## src/rtl/led_shift_driver.sv

```systemverilog
// LED shift-register driver.
//
// Watches a 16-bit LED pattern. When it differs from the pattern last shown on the external
// chain, it captures the pattern and shifts it out serially. It then pulses a storage-register
// latch so that all 16 outputs of the external chain update together.
//
// Parameters
//   CLK_DIV   : clk cycles per sclk half-period (1..255)
//   MSB_FIRST : 1 = LEDs[15] shifted first, 0 = LEDs[0] shifted first
//
// Ports
//   clk   : system clock, all state updates on its rising edge
//   rst   : asynchronous active-low reset
//   LEDs  : LED pattern from the flasher stage
//   sdo   : serial data; held stable across each sclk high phase
//   sclk  : serial shift clock; the external device samples sdo on its rising edge
//   latch : storage-register strobe, one CLK_DIV-long pulse per frame
//   busy  : high for the whole 33*CLK_DIV-cycle frame transfer
module led_shift_driver #(
  parameter int unsigned CLK_DIV   = 2,
  parameter bit          MSB_FIRST = 1'b1
) (
  input  logic        clk,
  input  logic        rst,
  input  logic [15:0] LEDs,
  output logic        sdo,
  output logic        sclk,
  output logic        latch,
  output logic        busy
);

  typedef enum logic [1:0] {StIdle, StShiftLo, StShiftHi, StLatch} state_e;

  localparam logic [7:0] DivLast  = 8'(CLK_DIV - 1);
  localparam logic [3:0] FirstIdx = MSB_FIRST ? 4'd15 : 4'd0;

  state_e      state_q, state_d;
  logic [15:0] frame_q, frame_d;
  logic [15:0] shown_q, shown_d;
  logic [3:0]  bit_cnt_q, bit_cnt_d;
  logic [7:0]  div_cnt_q, div_cnt_d;
  logic        sdo_q, sdo_d;
  logic        sclk_q, sclk_d;
  logic        latch_q, latch_d;
  logic        busy_q, busy_d;

  logic        div_last;
  logic [3:0]  bit_cnt_inc;
  logic [3:0]  next_idx;

  assign div_last    = (div_cnt_q == DivLast);
  assign bit_cnt_inc = bit_cnt_q + 4'd1;
  // For MSB-first the index counts down: 15 - n is the bitwise inverse of n in 4 bits.
  assign next_idx    = MSB_FIRST ? ~bit_cnt_inc : bit_cnt_inc;

  always_comb begin
    state_d   = state_q;
    frame_d   = frame_q;
    shown_d   = shown_q;
    bit_cnt_d = bit_cnt_q;
    div_cnt_d = div_cnt_q;
    sdo_d     = sdo_q;

    unique case (state_q)
      StIdle: begin
        sdo_d = 1'b0;
        if (LEDs != shown_q) begin
          frame_d   = LEDs;
          bit_cnt_d = 4'd0;
          div_cnt_d = 8'd0;
          // The first bit comes straight from LEDs because frame_q is not loaded yet.
          sdo_d     = LEDs[FirstIdx];
          state_d   = StShiftLo;
        end
      end
      StShiftLo: begin
        if (div_last) begin
          div_cnt_d = 8'd0;
          state_d   = StShiftHi;
        end else begin
          div_cnt_d = div_cnt_q + 8'd1;
        end
      end
      StShiftHi: begin
        if (div_last) begin
          div_cnt_d = 8'd0;
          if (bit_cnt_q == 4'd15) begin
            sdo_d   = 1'b0;
            state_d = StLatch;
          end else begin
            bit_cnt_d = bit_cnt_inc;
            // sdo moves only as sclk falls, so it is stable for the whole high phase.
            sdo_d     = frame_q[next_idx];
            state_d   = StShiftLo;
          end
        end else begin
          div_cnt_d = div_cnt_q + 8'd1;
        end
      end
      StLatch: begin
        sdo_d = 1'b0;
        if (div_last) begin
          div_cnt_d = 8'd0;
          shown_d   = frame_q;
          state_d   = StIdle;
        end else begin
          div_cnt_d = div_cnt_q + 8'd1;
        end
      end
    endcase
  end

  // Strobes are decoded from the next state and registered, so they line up with state_q.
  always_comb begin
    sclk_d  = (state_d == StShiftHi);
    latch_d = (state_d == StLatch);
    busy_d  = (state_d != StIdle);
  end

  always_ff @(posedge clk or negedge rst) begin
    if (!rst) begin
      state_q   <= StIdle;
      frame_q   <= 16'h0000;
      shown_q   <= 16'h0000;
      bit_cnt_q <= 4'd0;
      div_cnt_q <= 8'd0;
      sdo_q     <= 1'b0;
      sclk_q    <= 1'b0;
      latch_q   <= 1'b0;
      busy_q    <= 1'b0;
    end else begin
      state_q   <= state_d;
      frame_q   <= frame_d;
      shown_q   <= shown_d;
      bit_cnt_q <= bit_cnt_d;
      div_cnt_q <= div_cnt_d;
      sdo_q     <= sdo_d;
      sclk_q    <= sclk_d;
      latch_q   <= latch_d;
      busy_q    <= busy_d;
    end
  end

  assign sdo   = sdo_q;
  assign sclk  = sclk_q;
  assign latch = latch_q;
  assign busy  = busy_q;

endmodule

```

## config.mk

```make
export PLATFORM = sky130hd
export DESIGN_NAME = led_shift_driver
export DESIGN_NICKNAME = d
export VERILOG_FILES = /design/src/rtl/led_shift_driver.sv
export SDC_FILE = /design/constraint.sdc
export NUM_CORES = 1
export LEC_CHECK = 0
export CAP_MARGIN = 20
export CORE_MARGIN = 2
export CORE_UTILIZATION = 39
export DETAILED_ROUTE_END_ITERATION = 12
export DONT_BUFFER_PORTS = 1
export GPL_TIMING_DRIVEN = 0
export HOLD_SLACK_MARGIN = 0.05
export MAX_ROUTING_LAYER = met4
export PLACE_DENSITY_LB_ADDON = 0.1
export SYNTH_ARGS = -nofsm -noshare
export SYNTH_HDL_FRONTEND = slang
export SYNTH_SLANG_ARGS = --single-unit
```

## constraint.sdc

```tcl
create_clock -name clk -period 2.7 [get_ports clk]
set_input_delay 0.54 -clock clk [delete_from_list [all_inputs] [get_ports clk]]
set_output_delay 0.54 -clock clk [all_outputs]
set_load 0.03 [all_outputs]
```

======== After elaboration in Yosys (flattened, before gate mapping) ========
Index checks and enable logic that the tools add are counted.
word-level totals
  input bits .............................. 18
  register bits after elaboration ......... 50
  output and inout port bits .............. 4
cells by class
  reduce and logical (&&, ||, !) cells .... 9
  $lt $le $gt $ge ......................... 1
  $add $sub $neg .......................... 2
  bitwise operators ....................... 1
  equality and inequality tests ........... 11
  mux-type cells .......................... 19
operators with widths
  operator                                                               count
  8-bit 2-to-1 mux                                                       2
  16-bit inequality test                                                 1
  8-bit case mux with 2 select lines                                     1
  4-bit 2-to-1 mux                                                       3
  2-bit 2-to-1 mux                                                       5
  8-bit by 1-bit adder with 8-bit output (second input constant)         1
  2-bit == test (second input constant)                                  4
  8-bit by 1-bit == test with 1-bit output (second input constant)       1
  2-bit case mux with 4 select lines                                     1
  4-bit case mux with 2 select lines                                     1
  2-bit inequality test (second input constant)                          3
  2-bit AND reduction                                                    3
  4-bit by 5-bit < comparator with 1-bit output (second input constant)  1
  4-bit by 1-bit adder with 4-bit output (second input constant)         1
  1-bit binary-select mux with 4-bit select                              1
  4-bit == test (second input constant)                                  1
  1-bit 2-to-1 mux                                                       4
  4-bit NOT                                                              1
  4-bit AND reduction                                                    1
  2-bit nonzero test                                                     2
  1-bit case mux with 3 select lines                                     1
  3-bit nonzero test                                                     1
  3-bit OR reduction                                                     1
  2-bit by 1-bit == test with 1-bit output (second input constant)       1
  2-bit logical NOT                                                      1

======== Depth between registers and ports, before layout ========
Gate-level depths: netlist of the first run.
  word-level depth ........................ 7
  mapped depth ............................ 8
  mapped depth without buffers ............ 6

======== Least setup slack after synthesis of the first run ========
No wires, ideal clock.
  path type ............................... register to register
  start point ............................. reg bit_cnt_q[0]
  end point ............................... reg sdo_q (netlist: sdo)
  stages on the path, launching flop included .. 7
  clock period less this slack ............ 2,084 ps
  path buffers ............................ 0
  required time ........................... 2,561 ps
  path slack .............................. 616 ps
  arrival ................................. 1,945 ps
  library setup time ...................... 139 ps
  path through ............................ dfrtp_1 > ha_1 > xor2_1 > mux2_2 > or3_1 > nand4_1 > o2111ai_1
between the ends
  cells in the longest elaborated chain, start to end .. 7
ends and longest elaborated chain
  what                                       RTL line  text
  start, declared                            40        logic [3:0] bit_cnt_q, bit_cnt_d;
  start signal, assigned                     135       bit_cnt_q <= bit_cnt_d;
  4-bit by 1-bit adder with 4-bit output     52        assign bit_cnt_inc = bit_cnt_q + 4'd1;
  4-bit NOT                                  54        assign next_idx = MSB_FIRST ? ~bit_cnt_inc : bit_cnt_inc;
  1-bit binary-select mux with 4-bit select  93        sdo_d = frame_q[next_idx];
  1-bit 2-to-1 mux (implied by the code)     93
  1-bit 2-to-1 mux *                         87        if (bit_cnt_q == 4'd15) begin
  1-bit 2-to-1 mux *                         85        if (div_last) begin
  1-bit case mux with 3 select lines *       64        unique case (state_q)
  end signal, assigned                       137       sdo_q <= sdo_d;
  end, declared                              42        logic sdo_q, sdo_d;
Mark *: on every way between the ends. The rest lies on a longest branch, timed or not. The select of a mux whose other input is x is not followed.
A chain may end at the register's enable or synchronous reset.

======== Worst setup path after layout of the first run ========
Ends and elaborated chain as after synthesis.

==> PnR_summary.wiki, run 1 <==
{| class="wikitable"
! Metric !! Value
|-
| Top cell type's share of synthesized area || 49.3%
|-
| Initial cell density of the core || 40.2%
|-
| Tightest slew margin relative to the limit || 49.8%
|-
| Finish-stage setup viols || 0
|-
| Clock transition at the registers of the reported paths || 0.09 ns
|-
| CP required || 2.88 ns
|-
| # fillers || 622
|-
| Aggregate global-route resource usage || 15.7%
|-
| Setup Buffers After CTS || 0
|-
| Number of unique standard cell types used by synthesis || 36
|-
| DR pass1 iterations || 4
|-
| Area taken by flip-flops and latches || 1250 sq um
|-
| Wire length of the first global-routing pass || 8650 um
|-
| Endpoints failing hold || 0
|-
| Reported leakage power || 1.17 nW
|-
| Die span in x || 84.7 um
|-
| Area of the die || 7170 sq um
|-
| Fraction of the core area covered by cells at the end of the flow || 43.4%
|-
| Area of all placed cells without fillers || 2740 sq um
|-
| Min Clock Period, post-route || 2.41 ns
|-
| Most frequent cells in the layout || 50 x sky130_fd_sc_hd__dfrtp_1, 25 x sky130_fd_sc_hd__mux2_2, 18 x sky130_fd_sc_hd__xnor2_1
|-
| Share of the clock period used by the worst path after layout || 89.3%
|-
| Delay of the slowest critical-path stage || 0.62 ns
|-
| Die extent in y || 84.7 um
|-
| Mean instance size in the synthesized netlist || 12.2 sq um
|-
| Pin count of the biggest net entering global routing || 51
|-
| Count of flip-flops with a built-in enable after synthesis || 0
|-
| Initial drt markers || 72
|-
| Cell type contributing the most total cell area after synthesis || sky130_fd_sc_hd__dfrtp_1
|-
| Biggest area contributors in the synthesized netlist || sky130_fd_sc_hd__dfrtp_1 49%, sky130_fd_sc_hd__mux2_2 11%, sky130_fd_sc_hd__xnor2_1 6.2%
|-
| Type of element capturing the critical path || register
|-
| Share of final-layout standard cells stronger than drive strength 1 || 22.7%
|-
| Routed vias/inst || 5.49
|-
| DP Area || 2630 sq um
|-
| H-tree depth || 2
|-
| Synthesis-to-layout area growth || 7.89%
|-
| CTS tree || yes
|-
| Aggregate routed wire length || 4930 um
|-
| Fin cells || 293
|-
| Final RePlAce weighted congestion || 0.826
|-
| Slew at the pin closest to its max-slew limit || 0.750 ns
|-
| Share of synthesized flip-flops with an asynchronous set or reset || 100%
|-
| Max-slew violations || 0
|-
| Inserted Clock Buffers || 5
|-
| Combined area of the multi-input logic cells || 1190 sq um
|-
| Clock latency at the later pin of the worst-skew pair || 0.30 ns
|-
| Type of the worst setup path || reg -> reg
|-
| Run status || completed
|-
| Post-synthesis net count || 229
|-
| Post-route DRC || 0
|-
| Worst min-delay path class || in -> async
|-
| Antenna violation net count after detailed routing || 0
|-
| Leading register cell type out of synthesis || sky130_fd_sc_hd__dfrtp_1
|-
| Clock Path Buffers || 2
|-
| Setup TNS || 0 ns
|-
| Antenna violations before repair || 0
|-
| Cell count after synthesis || 208
|-
| WP buf/inv || 0
|-
| Sequential cell area fraction in the yosys report || 49.3%
|-
| Clock Sinks || 50
|-
| Arrival time reported for the critical path endpoint || 2.59 ns
|-
| Post-Place Worst Slack || 0.274 ns
|-
| Kind of cell adding the most delay to the critical path || XOR/XNOR gates
|-
| Sequence of cells on the critical path || ha_1, xor2_1, mux2_2, or3_1, nand4_1, o2111ai_1
|-
| Post-layout net count || 237
|-
| Vias in the first global route || 1657
|-
| Number of warnings printed during yosys synthesis || 0
|-
| HPWL after detailed placement || 3480 um
|-
| Number of maximum-capacitance constraint violations || 0
|-
| Library cell used as clock root buffer || sky130_fd_sc_hd__clkbuf_8
|-
| Most common library cell in the layout ignoring fill and taps || sky130_fd_sc_hd__dfrtp_1
|-
| # IOs || 22
|-
| Buffers added on ports || 0
|-
| Startpoint type of the worst setup path || register
|-
| Routed wirelength normalized by instance count || 16.8 um
|-
| Routed via count || 1610
|-
| Cell row count || 29
|-
| Yosys reg bits || 50
|-
| Max Clock Freq || 415 MHz
|-
| Netlist area before placement || 2540 sq um
|-
| Unrepaired setup endpoints after global routing || no
|-
| Count of placed standard cells including taps || 285
|-
| Setup Skew || 0.00997 ns
|-
| Worst-path fanout max || 8
|-
| Core outline area || 6310 sq um
|-
| Power per Cell Area || 1070 nW/um^2
|-
| Worst setup slack after layout || 0.289 ns
|-
| VDD IR-drop max || 0.474 mV
|-
| Global route total overflow || 0
|-
| Max stage delay cell, worst path || sky130_fd_sc_hd__xor2_1
|-
| Diode count || 0
|}
[layout make-up]
cell class,instances,share of cell area [%]
Buffer,6,2.29
Clock buffer,7,2.79
Inverter,8,1.10
Multi-Input combinational cell,144,43.6
Sequential cell,50,45.7
Tap cell,77,3.52
Timing Repair Buffer,1,1.01
[metal layers]
metal  GRT usage (%)  vias to the layer above  wire length [um]
met5               -                        -                 0
met4            3.46                        0                43
met3            3.93                        4               167
met2            24.0                       19              2360
met1            21.2                      825              2360
li1                -                      762                 -
[sequential cells by signal (all words and copies together) (netlist names)]
name       cells
frame_q       16
shown_q       16
div_cnt_q      8
bit_cnt_q      4
state_q        2
busy           1
latch          1
sclk           1
sdo            1
[report_power, final]
group	switching, W	internal, W
clock	0.000242	0.000179
combinational	0.000506	0.000653
sequential	0.000287	0.00106
[timing repair]
| item | CTS | global route |
|---|---|---|
| endpoints found under the hold margin | 50 | 0 |
| setup endpoints to repair | 0 | 0 |
| hold buffers | 1 | 0 |
| gates resized for setup | 0 | 0 |
[final timing paths]
| kind | start | end | slack (ns) | cells past startpoint |
|---|---|---|---|---|
| setup / recovery | bit_cnt_q[0] | sdo | 0.29 | 6 |
| hold / removal | rst | latch | 0.08 | 1 |
| setup reg to reg | bit_cnt_q[0] | sdo | 0.29 | 6 |
| hold reg to reg | shown_q[3] | shown_q[3] | 0.54 | 1 |
| max in group asynchronous | rst | shown_q[15] | 2.38 | 1 |
| min in group clk | LEDs[13] | frame_q[13] | 0.38 | 1 |
[stage by stage]
stage / total power, W / hold WS, ns
6_report: 0.00292 / 0.0828
4_1_cts: 0.00296 / 0.0922
3_5_place_dp: 0.00251 / 0.247
2_1_floorplan: 0.00226 / 0.244
5_1_grt: 0.00315 / 0.0852
3_3_place_gp: 0.00246 / 0.246
[logic make-up after synthesis]
kind of cell,after synthesis,synth area share (%)
and+or+nand+nor,51,10.4
DFF,50,49.3
muxes,43,20.8
AOI/OAI and AO/OA,27,7.50
xor gates and xnor gates,20,6.90
buffers and inverters,14,3.65
adders and majority gates,3,1.48
[synth_stat cells (2+ instances only)]
master / instances
sky130_fd_sc_hd__nand3_1: 8
sky130_fd_sc_hd__mux2_4: 8
sky130_fd_sc_hd__o21ai_0: 7
sky130_fd_sc_hd__mux4_2: 2
sky130_fd_sc_hd__a2bb2oi_1: 2
sky130_fd_sc_hd__nor2b_1: 2
sky130_fd_sc_hd__dfrtp_1: 50
sky130_fd_sc_hd__a22o_1: 3
sky130_fd_sc_hd__and3_1: 2
sky130_fd_sc_hd__o2111ai_1: 2
sky130_fd_sc_hd__nand2_1: 12
sky130_fd_sc_hd__xor2_1: 2
sky130_fd_sc_hd__a22oi_1: 3
sky130_fd_sc_hd__or3_1: 2
sky130_fd_sc_hd__buf_6: 3
sky130_fd_sc_hd__a21oi_1: 2
sky130_fd_sc_hd__nand4_1: 6
sky130_fd_sc_hd__nor2_1: 12
sky130_fd_sc_hd__mux2i_1: 8
sky130_fd_sc_hd__nand2b_1: 3
sky130_fd_sc_hd__inv_1: 8
sky130_fd_sc_hd__o22ai_1: 3
sky130_fd_sc_hd__xnor2_1: 18
sky130_fd_sc_hd__o2bb2ai_1: 2
sky130_fd_sc_hd__mux2_2: 25
sky130_fd_sc_hd__ha_1: 3
(Power assumes the default switching activity.)
==> inputs of run 2 (changes only) <==
--- a/config.mk
+++ b/config.mk
@@ -5,6 +5,7 @@
 export SDC_FILE = /design/constraint.sdc
 export NUM_CORES = 1
 export LEC_CHECK = 0
+export ABC_AREA = 0
 export CAP_MARGIN = 20
 export CORE_MARGIN = 2
 export CORE_UTILIZATION = 39
==> results of run 2 <==
No change in the layout: final DEF, timing and power equal those of run 1.
